### config.mk
export PLATFORM = sky130hd
export DESIGN_NAME = hazard_sb_flat
export DESIGN_NICKNAME = d
export VERILOG_FILES = /design/src/rtl/hazard_sb_pkg.sv /design/src/rtl/hazard_sb_if.sv /design/src/rtl/hazard_sb_mdu_seq.sv /design/src/rtl/hazard_sb.sv /design/src/flat_wrapper.sv
export SDC_FILE = /design/constraint.sdc
export NUM_CORES = 1
export LEC_CHECK = 0
export ABC_AREA = 0
export BUFFER_PORTS_ARGS = -buffer_cell sky130_fd_sc_hd__buf_2
export CAP_MARGIN = 15
export CORE_MARGIN = 2
export CORE_UTILIZATION = 39
export CTS_BUF_LIST = sky130_fd_sc_hd__clkbuf_8 sky130_fd_sc_hd__clkbuf_16
export CTS_CLUSTER_SIZE = 14
export DETAILED_ROUTE_END_ITERATION = 16
export PLACE_DENSITY = 0.77
export SYNTH_ARGS = -nofsm -noshare
export SYNTH_HDL_FRONTEND = slang
export SYNTH_SLANG_ARGS = --single-unit
export TNS_END_PERCENT = 1
### constraint.sdc
create_clock -name clk -period 2 [get_ports clk]
set_input_delay 0.5 -clock clk [delete_from_list [all_inputs] [get_ports clk]]
set_output_delay 0.5 -clock clk [all_outputs]
set_load 0.1 [all_outputs]
### src/rtl/hazard_sb_pkg.sv
// hazard_pkg: shared constants for the hazard_sb pipeline hazard controller.
//   - forward-select encodings for the E-stage ALU operand muxes
//   - MDU sequencer state encodings
package hazard_pkg;

    localparam logic [1:0] FWD_REG = 2'b00;
    localparam logic [1:0] FWD_W   = 2'b01;
    localparam logic [1:0] FWD_M   = 2'b10;

    typedef enum logic [1:0] {
        IDLE = 2'd0,
        BUSY = 2'd1,
        DONE = 2'd2
    } mdu_state_e;

endpackage

### src/rtl/hazard_sb_if.sv
// hazard_sb_if: pipeline-to-hazard-unit bundle.
//   Datapath side (master) drives register addresses, write/load flags,
//   MDU start, HI/LO access flags and the M-stage exception.
//   Hazard side (slave) drives forward selects, per-stage stall/flush and
//   MDU status (busy, done pulse, abort pulse).
interface hazard_sb_if #(
    parameter int RA_W = 5
);
    logic [RA_W-1:0] rsD, rtD;
    logic            branchD, hilo_readD;
    logic [RA_W-1:0] rsE, rtE, writeregE;
    logic            regwriteE, memtoregE, mdu_startE, hilo_writeE;
    logic [RA_W-1:0] writeregM, writeregW;
    logic            regwriteM, memtoregM, hilo_writeM, regwriteW;
    logic            excM;

    logic            forwardaD, forwardbD;
    logic [1:0]      forwardaE, forwardbE;
    logic            stallF, stallD, stallE, stallM, stallW;
    logic            flushF, flushD, flushE, flushM, flushW;
    logic            mdu_busy, mdu_done, mdu_abort;

    modport master (
        output rsD, rtD, branchD, hilo_readD,
        output rsE, rtE, writeregE, regwriteE, memtoregE, mdu_startE, hilo_writeE,
        output writeregM, writeregW, regwriteM, memtoregM, hilo_writeM, regwriteW,
        output excM,
        input  forwardaD, forwardbD, forwardaE, forwardbE,
        input  stallF, stallD, stallE, stallM, stallW,
        input  flushF, flushD, flushE, flushM, flushW,
        input  mdu_busy, mdu_done, mdu_abort
    );

    modport slave (
        input  rsD, rtD, branchD, hilo_readD,
        input  rsE, rtE, writeregE, regwriteE, memtoregE, mdu_startE, hilo_writeE,
        input  writeregM, writeregW, regwriteM, memtoregM, hilo_writeM, regwriteW,
        input  excM,
        output forwardaD, forwardbD, forwardaE, forwardbE,
        output stallF, stallD, stallE, stallM, stallW,
        output flushF, flushD, flushE, flushM, flushW,
        output mdu_busy, mdu_done, mdu_abort
    );
endinterface

### src/rtl/hazard_sb_mdu_seq.sv
// hazard_mdu_seq: multi-cycle mult/div sequencer.
//   clk, resetn   : clock, synchronous active-low reset
//   start         : mult/div op present in E
//   exc           : exception committed in M (cancels the op)
//   mdu_stall     : freeze request, MDU_CYCLES cycles per op
//   mdu_busy      : state is not IDLE
//   mdu_done      : one-cycle pulse, high during DONE
//   mdu_abort     : one-cycle pulse the cycle after an exception cancels an op
//
//   state | meaning
//   IDLE  | no op; a start here is the first stall cycle
//   BUSY  | counting remaining stall cycles down to zero
//   DONE  | result valid, E advances; start ignored (same op still in E)
module hazard_mdu_seq
    import hazard_pkg::*;
#(
    parameter int MDU_CYCLES = 32,
    parameter int CNT_W      = 6
) (
    input  logic clk,
    input  logic resetn,
    input  logic start,
    input  logic exc,
    output logic mdu_stall,
    output logic mdu_busy,
    output logic mdu_done,
    output logic mdu_abort
);

    // The IDLE start cycle is stall #1, so BUSY covers the remaining MDU_CYCLES-1.
    localparam logic [CNT_W-1:0] CNT_LOAD = CNT_W'(MDU_CYCLES - 2);

    mdu_state_e       state_q, state_d;
    logic [CNT_W-1:0] cnt_q, cnt_d;
    logic             done_q, done_d;
    logic             abort_q, abort_d;

    always_comb begin
        state_d = state_q;
        cnt_d   = cnt_q;
        done_d  = 1'b0;
        abort_d = 1'b0;
        if (exc) begin
            state_d = IDLE;
            cnt_d   = '0;
            abort_d = (state_q != IDLE);
        end else begin
            case (state_q)
                IDLE: begin
                    if (start) begin
                        state_d = BUSY;
                        cnt_d   = CNT_LOAD;
                    end
                end
                BUSY: begin
                    if (cnt_q != '0) begin
                        cnt_d = cnt_q - CNT_W'(1);
                    end else begin
                        state_d = DONE;
                        done_d  = 1'b1;
                    end
                end
                DONE:    state_d = IDLE;
                default: state_d = IDLE;
            endcase
        end
    end

    always_ff @(posedge clk) begin
        if (!resetn) begin
            state_q <= IDLE;
            cnt_q   <= '0;
            done_q  <= 1'b0;
            abort_q <= 1'b0;
        end else begin
            state_q <= state_d;
            cnt_q   <= cnt_d;
            done_q  <= done_d;
            abort_q <= abort_d;
        end
    end

    assign mdu_stall = ((state_q == IDLE) && start) || (state_q == BUSY);
    assign mdu_busy  = (state_q != IDLE);
    assign mdu_done  = done_q;
    assign mdu_abort = abort_q;

endmodule

### src/rtl/hazard_sb.sv
// hazard_sb: hazard/forwarding controller for the 5-stage F/D/E/M/W pipeline.
//   clk, resetn : clock, synchronous active-low reset
//   hz (slave)  : pipeline bundle, see hazard_sb_if
//   HAZARD_PERF_EN adds perf_lw_cnt / perf_br_cnt / perf_mdu_cnt, saturating
//   32-bit counts of cycles with load-use, branch and MDU stalls.
module hazard_sb
    import hazard_pkg::*;
#(
    parameter int RA_W       = 5,
    parameter int MDU_CYCLES = 32,
    parameter int CNT_W      = 6
) (
    input  logic              clk,
    input  logic              resetn,
    hazard_sb_if.slave        hz
`ifdef HAZARD_PERF_EN
    ,
    output logic [31:0]       perf_lw_cnt,
    output logic [31:0]       perf_br_cnt,
    output logic [31:0]       perf_mdu_cnt
`endif
);

    logic mdu_stall, lwstall, brstall, hilostall;

    // Register 0 is hard-zero: a write to it is never a real producer.
    function automatic logic hit(logic [RA_W-1:0] src, logic [RA_W-1:0] dst, logic we);
        return we && (dst != '0) && (src == dst);
    endfunction

    hazard_mdu_seq #(
        .MDU_CYCLES (MDU_CYCLES),
        .CNT_W      (CNT_W)
    ) u_mdu (
        .clk       (clk),
        .resetn    (resetn),
        .start     (hz.mdu_startE),
        .exc       (hz.excM),
        .mdu_stall (mdu_stall),
        .mdu_busy  (hz.mdu_busy),
        .mdu_done  (hz.mdu_done),
        .mdu_abort (hz.mdu_abort)
    );

    always_comb begin
        lwstall = hit(hz.rsD, hz.writeregE, hz.memtoregE) |
                  hit(hz.rtD, hz.writeregE, hz.memtoregE);
        brstall = hz.branchD & (hit(hz.rsD, hz.writeregE, hz.regwriteE) |
                                hit(hz.rtD, hz.writeregE, hz.regwriteE) |
                                hit(hz.rsD, hz.writeregM, hz.memtoregM) |
                                hit(hz.rtD, hz.writeregM, hz.memtoregM));
        hilostall = hz.hilo_readD & (hz.hilo_writeE | hz.hilo_writeM | mdu_stall);

        hz.forwardaD = hit(hz.rsD, hz.writeregM, hz.regwriteM);
        hz.forwardbD = hit(hz.rtD, hz.writeregM, hz.regwriteM);
        hz.forwardaE = hit(hz.rsE, hz.writeregM, hz.regwriteM) ? FWD_M :
                       hit(hz.rsE, hz.writeregW, hz.regwriteW) ? FWD_W : FWD_REG;
        hz.forwardbE = hit(hz.rtE, hz.writeregM, hz.regwriteM) ? FWD_M :
                       hit(hz.rtE, hz.writeregW, hz.regwriteW) ? FWD_W : FWD_REG;

        hz.stallF = lwstall | brstall | hilostall | mdu_stall;
        hz.stallD = hz.stallF;
        hz.stallE = mdu_stall;
        hz.stallM = mdu_stall;
        hz.stallW = mdu_stall;
        // While the MDU freezes E, a bubble would destroy the op sitting there.
        hz.flushE = (lwstall | brstall | hilostall) & ~mdu_stall;
        hz.flushF = 1'b0;
        hz.flushD = 1'b0;
        hz.flushM = 1'b0;
        hz.flushW = 1'b0;

        if (hz.excM) begin
            hz.stallF = 1'b0;
            hz.stallD = 1'b0;
            hz.stallE = 1'b0;
            hz.stallM = 1'b0;
            hz.stallW = 1'b0;
            hz.flushF = 1'b1;
            hz.flushD = 1'b1;
            hz.flushE = 1'b1;
            hz.flushM = 1'b1;
        end
    end

`ifdef HAZARD_PERF_EN
    logic [31:0] perf_lw_q, perf_lw_d;
    logic [31:0] perf_br_q, perf_br_d;
    logic [31:0] perf_mdu_q, perf_mdu_d;

    always_comb begin
        perf_lw_d  = (lwstall   && perf_lw_q  != 32'hFFFF_FFFF) ? perf_lw_q  + 32'd1 : perf_lw_q;
        perf_br_d  = (brstall   && perf_br_q  != 32'hFFFF_FFFF) ? perf_br_q  + 32'd1 : perf_br_q;
        perf_mdu_d = (mdu_stall && perf_mdu_q != 32'hFFFF_FFFF) ? perf_mdu_q + 32'd1 : perf_mdu_q;
    end

    always_ff @(posedge clk) begin
        if (!resetn) begin
            perf_lw_q  <= '0;
            perf_br_q  <= '0;
            perf_mdu_q <= '0;
        end else begin
            perf_lw_q  <= perf_lw_d;
            perf_br_q  <= perf_br_d;
            perf_mdu_q <= perf_mdu_d;
        end
    end

    assign perf_lw_cnt  = perf_lw_q;
    assign perf_br_cnt  = perf_br_q;
    assign perf_mdu_cnt = perf_mdu_q;
`endif

endmodule

### src/flat_wrapper.sv
// flat-port wrapper written by rule: the top's interface ports become plain ports
module hazard_sb_flat import hazard_pkg::*;
#(
    parameter int RA_W       = 5,
    parameter int MDU_CYCLES = 32,
    parameter int CNT_W      = 6
)
  (clk, resetn, hz_rsD, hz_rtD, hz_branchD, hz_hilo_readD, hz_rsE, hz_rtE, hz_writeregE, hz_regwriteE, hz_memtoregE, hz_mdu_startE, hz_hilo_writeE, hz_writeregM, hz_writeregW, hz_regwriteM, hz_memtoregM, hz_hilo_writeM, hz_regwriteW, hz_excM, hz_forwardaD, hz_forwardbD, hz_forwardaE, hz_forwardbE, hz_stallF, hz_stallD, hz_stallE, hz_stallM, hz_stallW, hz_flushF, hz_flushD, hz_flushE, hz_flushM, hz_flushW, hz_mdu_busy, hz_mdu_done, hz_mdu_abort);
  hazard_sb_if #(.RA_W(RA_W)) hz_i ();
  input  logic clk;
  input  logic resetn;
  input wire logic [$bits(hz_i.rsD)-1:0] hz_rsD;
  input wire logic [$bits(hz_i.rtD)-1:0] hz_rtD;
  input wire logic [$bits(hz_i.branchD)-1:0] hz_branchD;
  input wire logic [$bits(hz_i.hilo_readD)-1:0] hz_hilo_readD;
  input wire logic [$bits(hz_i.rsE)-1:0] hz_rsE;
  input wire logic [$bits(hz_i.rtE)-1:0] hz_rtE;
  input wire logic [$bits(hz_i.writeregE)-1:0] hz_writeregE;
  input wire logic [$bits(hz_i.regwriteE)-1:0] hz_regwriteE;
  input wire logic [$bits(hz_i.memtoregE)-1:0] hz_memtoregE;
  input wire logic [$bits(hz_i.mdu_startE)-1:0] hz_mdu_startE;
  input wire logic [$bits(hz_i.hilo_writeE)-1:0] hz_hilo_writeE;
  input wire logic [$bits(hz_i.writeregM)-1:0] hz_writeregM;
  input wire logic [$bits(hz_i.writeregW)-1:0] hz_writeregW;
  input wire logic [$bits(hz_i.regwriteM)-1:0] hz_regwriteM;
  input wire logic [$bits(hz_i.memtoregM)-1:0] hz_memtoregM;
  input wire logic [$bits(hz_i.hilo_writeM)-1:0] hz_hilo_writeM;
  input wire logic [$bits(hz_i.regwriteW)-1:0] hz_regwriteW;
  input wire logic [$bits(hz_i.excM)-1:0] hz_excM;
  output wire logic [$bits(hz_i.forwardaD)-1:0] hz_forwardaD;
  output wire logic [$bits(hz_i.forwardbD)-1:0] hz_forwardbD;
  output wire logic [$bits(hz_i.forwardaE)-1:0] hz_forwardaE;
  output wire logic [$bits(hz_i.forwardbE)-1:0] hz_forwardbE;
  output wire logic [$bits(hz_i.stallF)-1:0] hz_stallF;
  output wire logic [$bits(hz_i.stallD)-1:0] hz_stallD;
  output wire logic [$bits(hz_i.stallE)-1:0] hz_stallE;
  output wire logic [$bits(hz_i.stallM)-1:0] hz_stallM;
  output wire logic [$bits(hz_i.stallW)-1:0] hz_stallW;
  output wire logic [$bits(hz_i.flushF)-1:0] hz_flushF;
  output wire logic [$bits(hz_i.flushD)-1:0] hz_flushD;
  output wire logic [$bits(hz_i.flushE)-1:0] hz_flushE;
  output wire logic [$bits(hz_i.flushM)-1:0] hz_flushM;
  output wire logic [$bits(hz_i.flushW)-1:0] hz_flushW;
  output wire logic [$bits(hz_i.mdu_busy)-1:0] hz_mdu_busy;
  output wire logic [$bits(hz_i.mdu_done)-1:0] hz_mdu_done;
  output wire logic [$bits(hz_i.mdu_abort)-1:0] hz_mdu_abort;
  assign hz_i.rsD = hz_rsD;
  assign hz_i.rtD = hz_rtD;
  assign hz_i.branchD = hz_branchD;
  assign hz_i.hilo_readD = hz_hilo_readD;
  assign hz_i.rsE = hz_rsE;
  assign hz_i.rtE = hz_rtE;
  assign hz_i.writeregE = hz_writeregE;
  assign hz_i.regwriteE = hz_regwriteE;
  assign hz_i.memtoregE = hz_memtoregE;
  assign hz_i.mdu_startE = hz_mdu_startE;
  assign hz_i.hilo_writeE = hz_hilo_writeE;
  assign hz_i.writeregM = hz_writeregM;
  assign hz_i.writeregW = hz_writeregW;
  assign hz_i.regwriteM = hz_regwriteM;
  assign hz_i.memtoregM = hz_memtoregM;
  assign hz_i.hilo_writeM = hz_hilo_writeM;
  assign hz_i.regwriteW = hz_regwriteW;
  assign hz_i.excM = hz_excM;
  assign hz_forwardaD = hz_i.forwardaD;
  assign hz_forwardbD = hz_i.forwardbD;
  assign hz_forwardaE = hz_i.forwardaE;
  assign hz_forwardbE = hz_i.forwardbE;
  assign hz_stallF = hz_i.stallF;
  assign hz_stallD = hz_i.stallD;
  assign hz_stallE = hz_i.stallE;
  assign hz_stallM = hz_i.stallM;
  assign hz_stallW = hz_i.stallW;
  assign hz_flushF = hz_i.flushF;
  assign hz_flushD = hz_i.flushD;
  assign hz_flushE = hz_i.flushE;
  assign hz_flushM = hz_i.flushM;
  assign hz_flushW = hz_i.flushW;
  assign hz_mdu_busy = hz_i.mdu_busy;
  assign hz_mdu_done = hz_i.mdu_done;
  assign hz_mdu_abort = hz_i.mdu_abort;
  hazard_sb #(.RA_W(RA_W), .MDU_CYCLES(MDU_CYCLES), .CNT_W(CNT_W)) u_core (.clk(clk), .resetn(resetn), .hz(hz_i));
endmodule
# --- Yosys cells after proc, flatten, opt, wreduce, memory -nomap -nowiden ---
# Cells that the tools add are included.
# Widths: inputs -> output; s select.
totals:
  regBits: 10
  in_bits: 48
  out_inout_bits: 19
  wordCells: 78
classes:
  add_sub_neg: 1
  eq_ne: 12
  muxes: 15
  n_bitwise: 15
  n_reduce_logical: 31
op_table:
  columns: ["op", "count"]
  rows:
  - ["$eq 5x5->1", 8]
  - ["$logic_and 1x1->1", 18]
  - ["$reduce_bool 5->1", 3]
  - ["$mux 6", 2]
  - ["$pmux 6 s2", 1]
  - ["$or 1x1->1", 9]
  - ["$mux 2", 4]
  - ["$mux 1", 7]
  - ["$ne 2x2->1 const B", 3]
  - ["$reduce_bool 6->1", 1]
  - ["$sub 6x1->6 const B", 1]
  - ["$pmux 2 s2", 1]
  - ["$reduce_and 2->1", 2]
  - ["$reduce_bool 2->1", 2]
  - ["$and 1x1->1", 3]
  - ["$not 1->1", 3]
  - ["$reduce_and 3->1", 1]
  - ["$reduce_or 3->1", 1]
  - ["$eq 2x1->1 const B", 1]
  - ["$logic_not 2->1", 1]
  - ["$reduce_or 2->1", 1]
  - ["$logic_or 1x1->1", 1]

# --- Depth between registers and ports, before layout ---
depth:
  word_depth: 11
  ltp_mapped: 8
  depth_no_buf: 7

# --- Hierarchy ---
# A second synthesis with hierarchy kept.
hier_totals:
  cells_unflattened: 142
  area_unflattened_um2: 1172.4
modules_own_cells:
  columns: ["module", "n_inst", "cells_each", "area_each_um2", "seq_area_each_um2"]
  rows:
  - ["hazard_sb", 1, 92, 700.7, 0.0]
  - ["hazard_mdu_seq", 1, 50, 471.7, 200.2]

# --- Least setup slack after synthesis ---
# No wires, ideal clock.
synth_timing:
  path_type: "input -> output"
  start: "input port hz_writeregM[0]"
  end: "output port hz_forwardaE[0]"
  arrival_time_ns: 5.908
  t_required_ns: 1.500
  slack_ns: -4.408
  stages: 6
  path_buffers: 1
  cell_sequence: "buf_2 nor3_1 nand2_1 nand2_1 nor4_1 nor4_1"
synth_via:
  elab_chain_len: 4
  elab_cells_between_ends: 5
  cone_classes: "1 x eq/ne; 1 x mux; 3 x reduce/logical"
synth_rtl:
  columns: ["item", "line", "text"]
  rows:
  - ["start: declaration", "flat_wrapper.sv:23", "input wire logic [$bits(hz_i.writeregM)-1:0] hz_writeregM;"]
  - ["$reduce_bool 5->1", "hazard_sb.sv:28", "return we && (dst != '0) && (src == dst);"]
  - ["$logic_and 1x1->1", "hazard_sb.sv:28", null]
  - ["$logic_and 1x1->1 *", "hazard_sb.sv:28", null]
  - ["$mux 2 *", "hazard_sb.sv:56", "hz.forwardaE = hit(hz.rsE, hz.writeregM, hz.regwriteM) ? FWD_M :"]
  - ["end: declaration", "flat_wrapper.sv:32", "output wire logic [$bits(hz_i.forwardaE)-1:0] hz_forwardaE;"]
# Every way passes the cells marked *; elsewhere a longest branch is shown, timed or not.

# --- Final worst setup path ---
layout_timing:
  start: "input port hz_writeregM[4]"
  end: "output port hz_stallD"
layout_via:
  elab_chain_len: 10
  elab_cells_between_ends: 13
  cone_classes: "2 x eq/ne; 1 x mux; 6 x bitwise; 4 x reduce/logical"
layout_rtl:
  columns: ["item", "line", "text"]
  rows:
  - ["$reduce_bool 5->1", "hazard_sb.sv:28", null]
  - ["$logic_and 1x1->1 (2 in series)", "hazard_sb.sv:28", null]
  - ["$or 1x1->1", "hazard_sb.sv:49", "hit(hz.rtD, hz.writeregE, hz.regwriteE) |"]
  - ["$or 1x1->1 *", "hazard_sb.sv:50", "hit(hz.rsD, hz.writeregM, hz.memtoregM) |"]
  - ["$and 1x1->1 *", "hazard_sb.sv:48", "brstall = hz.branchD & (hit(hz.rsD, hz.writeregE, hz.regwriteE) |"]
  - ["$or 1x1->1 * (3 in series)", "hazard_sb.sv:61", "hz.stallF = lwstall | brstall | hilostall | mdu_stall;"]
  - ["$mux 1 *", "hazard_sb.sv:73", "if (hz.excM) begin"]
  - ["end: declaration", "flat_wrapper.sv:35", "output wire logic [$bits(hz_i.stallD)-1:0] hz_stallD;"]
# Marks and branches as above.

==> flow_metrics.env <==
export IMPL_arrival_ps=1900
export IMPL_drv_slew=0
export IMPL_cp_required_ps=1500
export IMPL_whs_endpoint="u_core.u_mdu.state_q[1]$_SDFFE_PP0P_"
export IMPL_ys_ff_latch=10
export IMPL_io_pins=67
export IMPL_crit_type="primary input to primary output"
export IMPL_grt_pass1_vias=1248
export IMPL_worstPathCellList="buf_4, xor2_1, nor3_2, nand3_1, a21oi_1, nor3_1, buf_4, a21oi_4, buf_12"
export IMPL_finalCriticalPeriod_ps=2400
export IMPL_finalWorstSetupSlack_ps=-395
export IMPL_synth_cells=137
export IMPL_holdPathStages=1
export IMPL_cp_num_buf_inv=3
export IMPL_layout_drive_gt1_share_pct=53.4
export IMPL_gp_congestion=0.786
export IMPL_syn_nets=187
export IMPL_grt_antenna_before_repair=0
export IMPL_max_stage_delay_ps=220
export IMPL_row_count=19
export IMPL_finalInstanceArea_um2=1970
export IMPL_gr_total_overflow=0
export IMPL_cts_hold_fix_buffers=0
export IMPL_dp_hpwl_um=2710
export IMPL_violations="negative setup slack"
export IMPL_sw_frac_of_total_pct=40.1
export IMPL_final_cell_mix="buf_2, xor2_1, buf_4"
export IMPL_synthFlopType="dfxtp_1"
export IMPL_insertion_delay_ps=230
export IMPL_r2r_cells=7
export IMPL_fin_skew_ps=1.52
export IMPL_cp_top_family="buffers and inverters"
export IMPL_cts_tree="done"
export IMPL_fmax_mhz=418
export IMPL_num_nets_final=274
export IMPL_ant_nets=0
export IMPL_cap_violations=0
export IMPL_initial_core_util_pct=40.2
export IMPL_cp_slowest_cell="nor3_2"
export IMPL_r2r_start="u_core.u_mdu.cnt_q[0]$_SDFFE_PP0P_"
export IMPL_clock_sinks=10
export IMPL_rsz0062_at_grt="yes"
export IMPL_avgSynthCellArea_um2=7.89
export IMPL_grt_max_degree=10
export IMPL_syn_to_final_growth_pct=82.6
export IMPL_syn_area_um2=1080
export IMPL_fp_dieW_um=56.7
export IMPL_seq_power_share_pct=22.1
export IMPL_yosysWarningCount=0
export IMPL_postCtsSetupRepairBufs=0
export IMPL_wl_per_cell_um=13.2
export IMPL_critPathLaunchType="primary input"
export IMPL_ir_drop_uv=921
export IMPL_min_from="u_core.u_mdu.state_q[1]$_SDFFE_PP0P_"
export IMPL_via_per_inst=4.88
export IMPL_drtIter0Drc=33
export IMPL_grt_use_total_pct=21.2
export IMPL_layout_commonest_cell="buf_2"
export IMPL_period_share_pct=120
export IMPL_grt_pass1_wl_um=5340
export IMPL_min_path_type="flip-flop to flip-flop"
export IMPL_clkTransAtPathRegs_ps=50
export IMPL_core_um2=2690
export IMPL_root_buffer="clkbuf_8"
export IMPL_combPwrFrac_pct=52.2
export IMPL_r2r_setup_slack_ps=480
export IMPL_hold_violations=0
export IMPL_cts_made_buffers=3
export IMPL_dp_slack_ps=-466
export IMPL_synthArstFlopShare_pct=0
export IMPL_dr_pass1_iters=7
export IMPL_clockPowerShare_pct=25.7
export IMPL_placed_area_um2=1850
export IMPL_cell_internal_pwr_uw=591
export IMPL_h_tree_depth=1
export IMPL_chipHeight_um=56.7
export IMPL_p_sw_uw=396
export IMPL_status="finished with violations"
export IMPL_crit_fanout=4
export IMPL_die_area_um2=3210
export IMPL_synth_edf_count=0
export IMPL_endpoint_kind="primary output"
export IMPL_r2r_end="u_core.u_mdu.cnt_q[5]$_SDFFE_PP0P_"
export IMPL_setup_viol=9
export IMPL_leakagePower_uw=0.000891
export IMPL_wl_um=3360
export IMPL_cp_depth=9
export IMPL_io_buffers=65
export IMPL_synth_cell_types=32
export IMPL_holdWs_ps=524
export IMPL_yosysSeqAreaShare_pct=18.5
export IMPL_drc=0
export IMPL_finalPower_uw=988
export IMPL_cts_buffer_depth=2
export IMPL_insertedDiodeCount=0
export IMPL_cpMostUsedCell="buf_4"
export IMPL_vias=1239
export IMPL_powerDensity_nw_per_um2=500
what timing repair did:
action,4_1_cts,5_1_grt
pin swaps,8,1
endpoints found under the setup margin,9,9
resized for setup,17,1
flip-flops by register name (all words and copies together) (netlist names):
signal and cells:
u_core.u_mdu.state_q 2, u_core.u_mdu.mdu_done 1, u_core.u_mdu.cnt_q 6, u_core.u_mdu.mdu_abort 1
worst reg2reg max path: stages, from the launching register on:
cell,delay [ps]
dfxtp_1,360
inv_1,80
ha_1,220
a41oi_2,300
nand2_2,120
nor3_2,140
xnor2_1,140
nor2_1,60
synth_stat cells (2+ instances only):
master   count  area share [%]
a21oi_1      6             2.8
buf_2        5             2.3
buf_4        7             4.9
dfxtp_1     10              19
ha_1         2             2.3
inv_1        3             1.0
nand2_1      5             1.7
nand3_1      9             4.2
nor2_1      11             3.8
nor3_1       7             3.2
nor4_1       4             2.3
nor4b_1      2             1.6
or4_1        4             2.8
xnor2_1     16              13
xor2_1      29              23
per-stage QoR:
stage,utilization [%],TNS [ps],cells
after detailed placement,68.9,-3050,250
after CTS,73.3,-2130,254
after global placement,68.9,-2890,250
after global routing,73.5,-2730,254
after floorplan,-,-8690,137
final,73.5,-2200,254
logic make-up after synthesis:
| group | Yosys count | share of synthesized area, % |
|---|---|---|
| other | 1 | 0.347 |
| AO/OA/AOI/OAI | 14 | 9.26 |
| AND/OR/NAND/NOR | 50 | 24.9 |
| buffers and inverters | 15 | 8.22 |
| flip-flops | 10 | 18.5 |
| XOR/XNOR | 45 | 36.5 |
| adder cells (fa/ha/maj) | 2 | 2.31 |
worst max-delay path by stage:
stage	endpoint	start	slack, ps
2_1_floorplan	hz_forwardaE[0]	hz_writeregM[0]	-920
3_3_place_gp	hz_stallD	hz_writeregM[1]	-430
3_5_place_dp	hz_stallD	hz_writeregE[3]	-470
4_1_cts	hz_stallD	hz_writeregE[3]	-380
5_1_grt	hz_stallD	hz_writeregM[4]	-480
6_report	hz_stallD	hz_writeregM[4]	-400
cell type report:
class	instances	area, um^2
fill	184	712
sequential	10	200
multi-input combinational	112	917
clock buffer	4	55.1
tap	31	38.8
timing repair buffer	94	752
inverter	3	11.3
power by group through the flow:
stage / clock network [uW] / registers (uW) / logic [uW]
2_1_floorplan: 0 / 228 / 313
3_3_place_gp: 0 / 222 / 485
3_5_place_dp: 0 / 222 / 495
4_1_cts: 260 / 218 / 511
5_1_grt: 274 / 219 / 544
6_report: 254 / 218 / 516
metal layers:
layer  up-vias  part of all wire (%)  track usage (%)
li1        628                     -                -
met1       576                    37             22.6
met2        31                    58             41.9
met3         4                   4.0             5.07
met4         0                  0.69             3.40
met5         -                     0                0
Note: power is estimated with default switching activity, not from simulation.
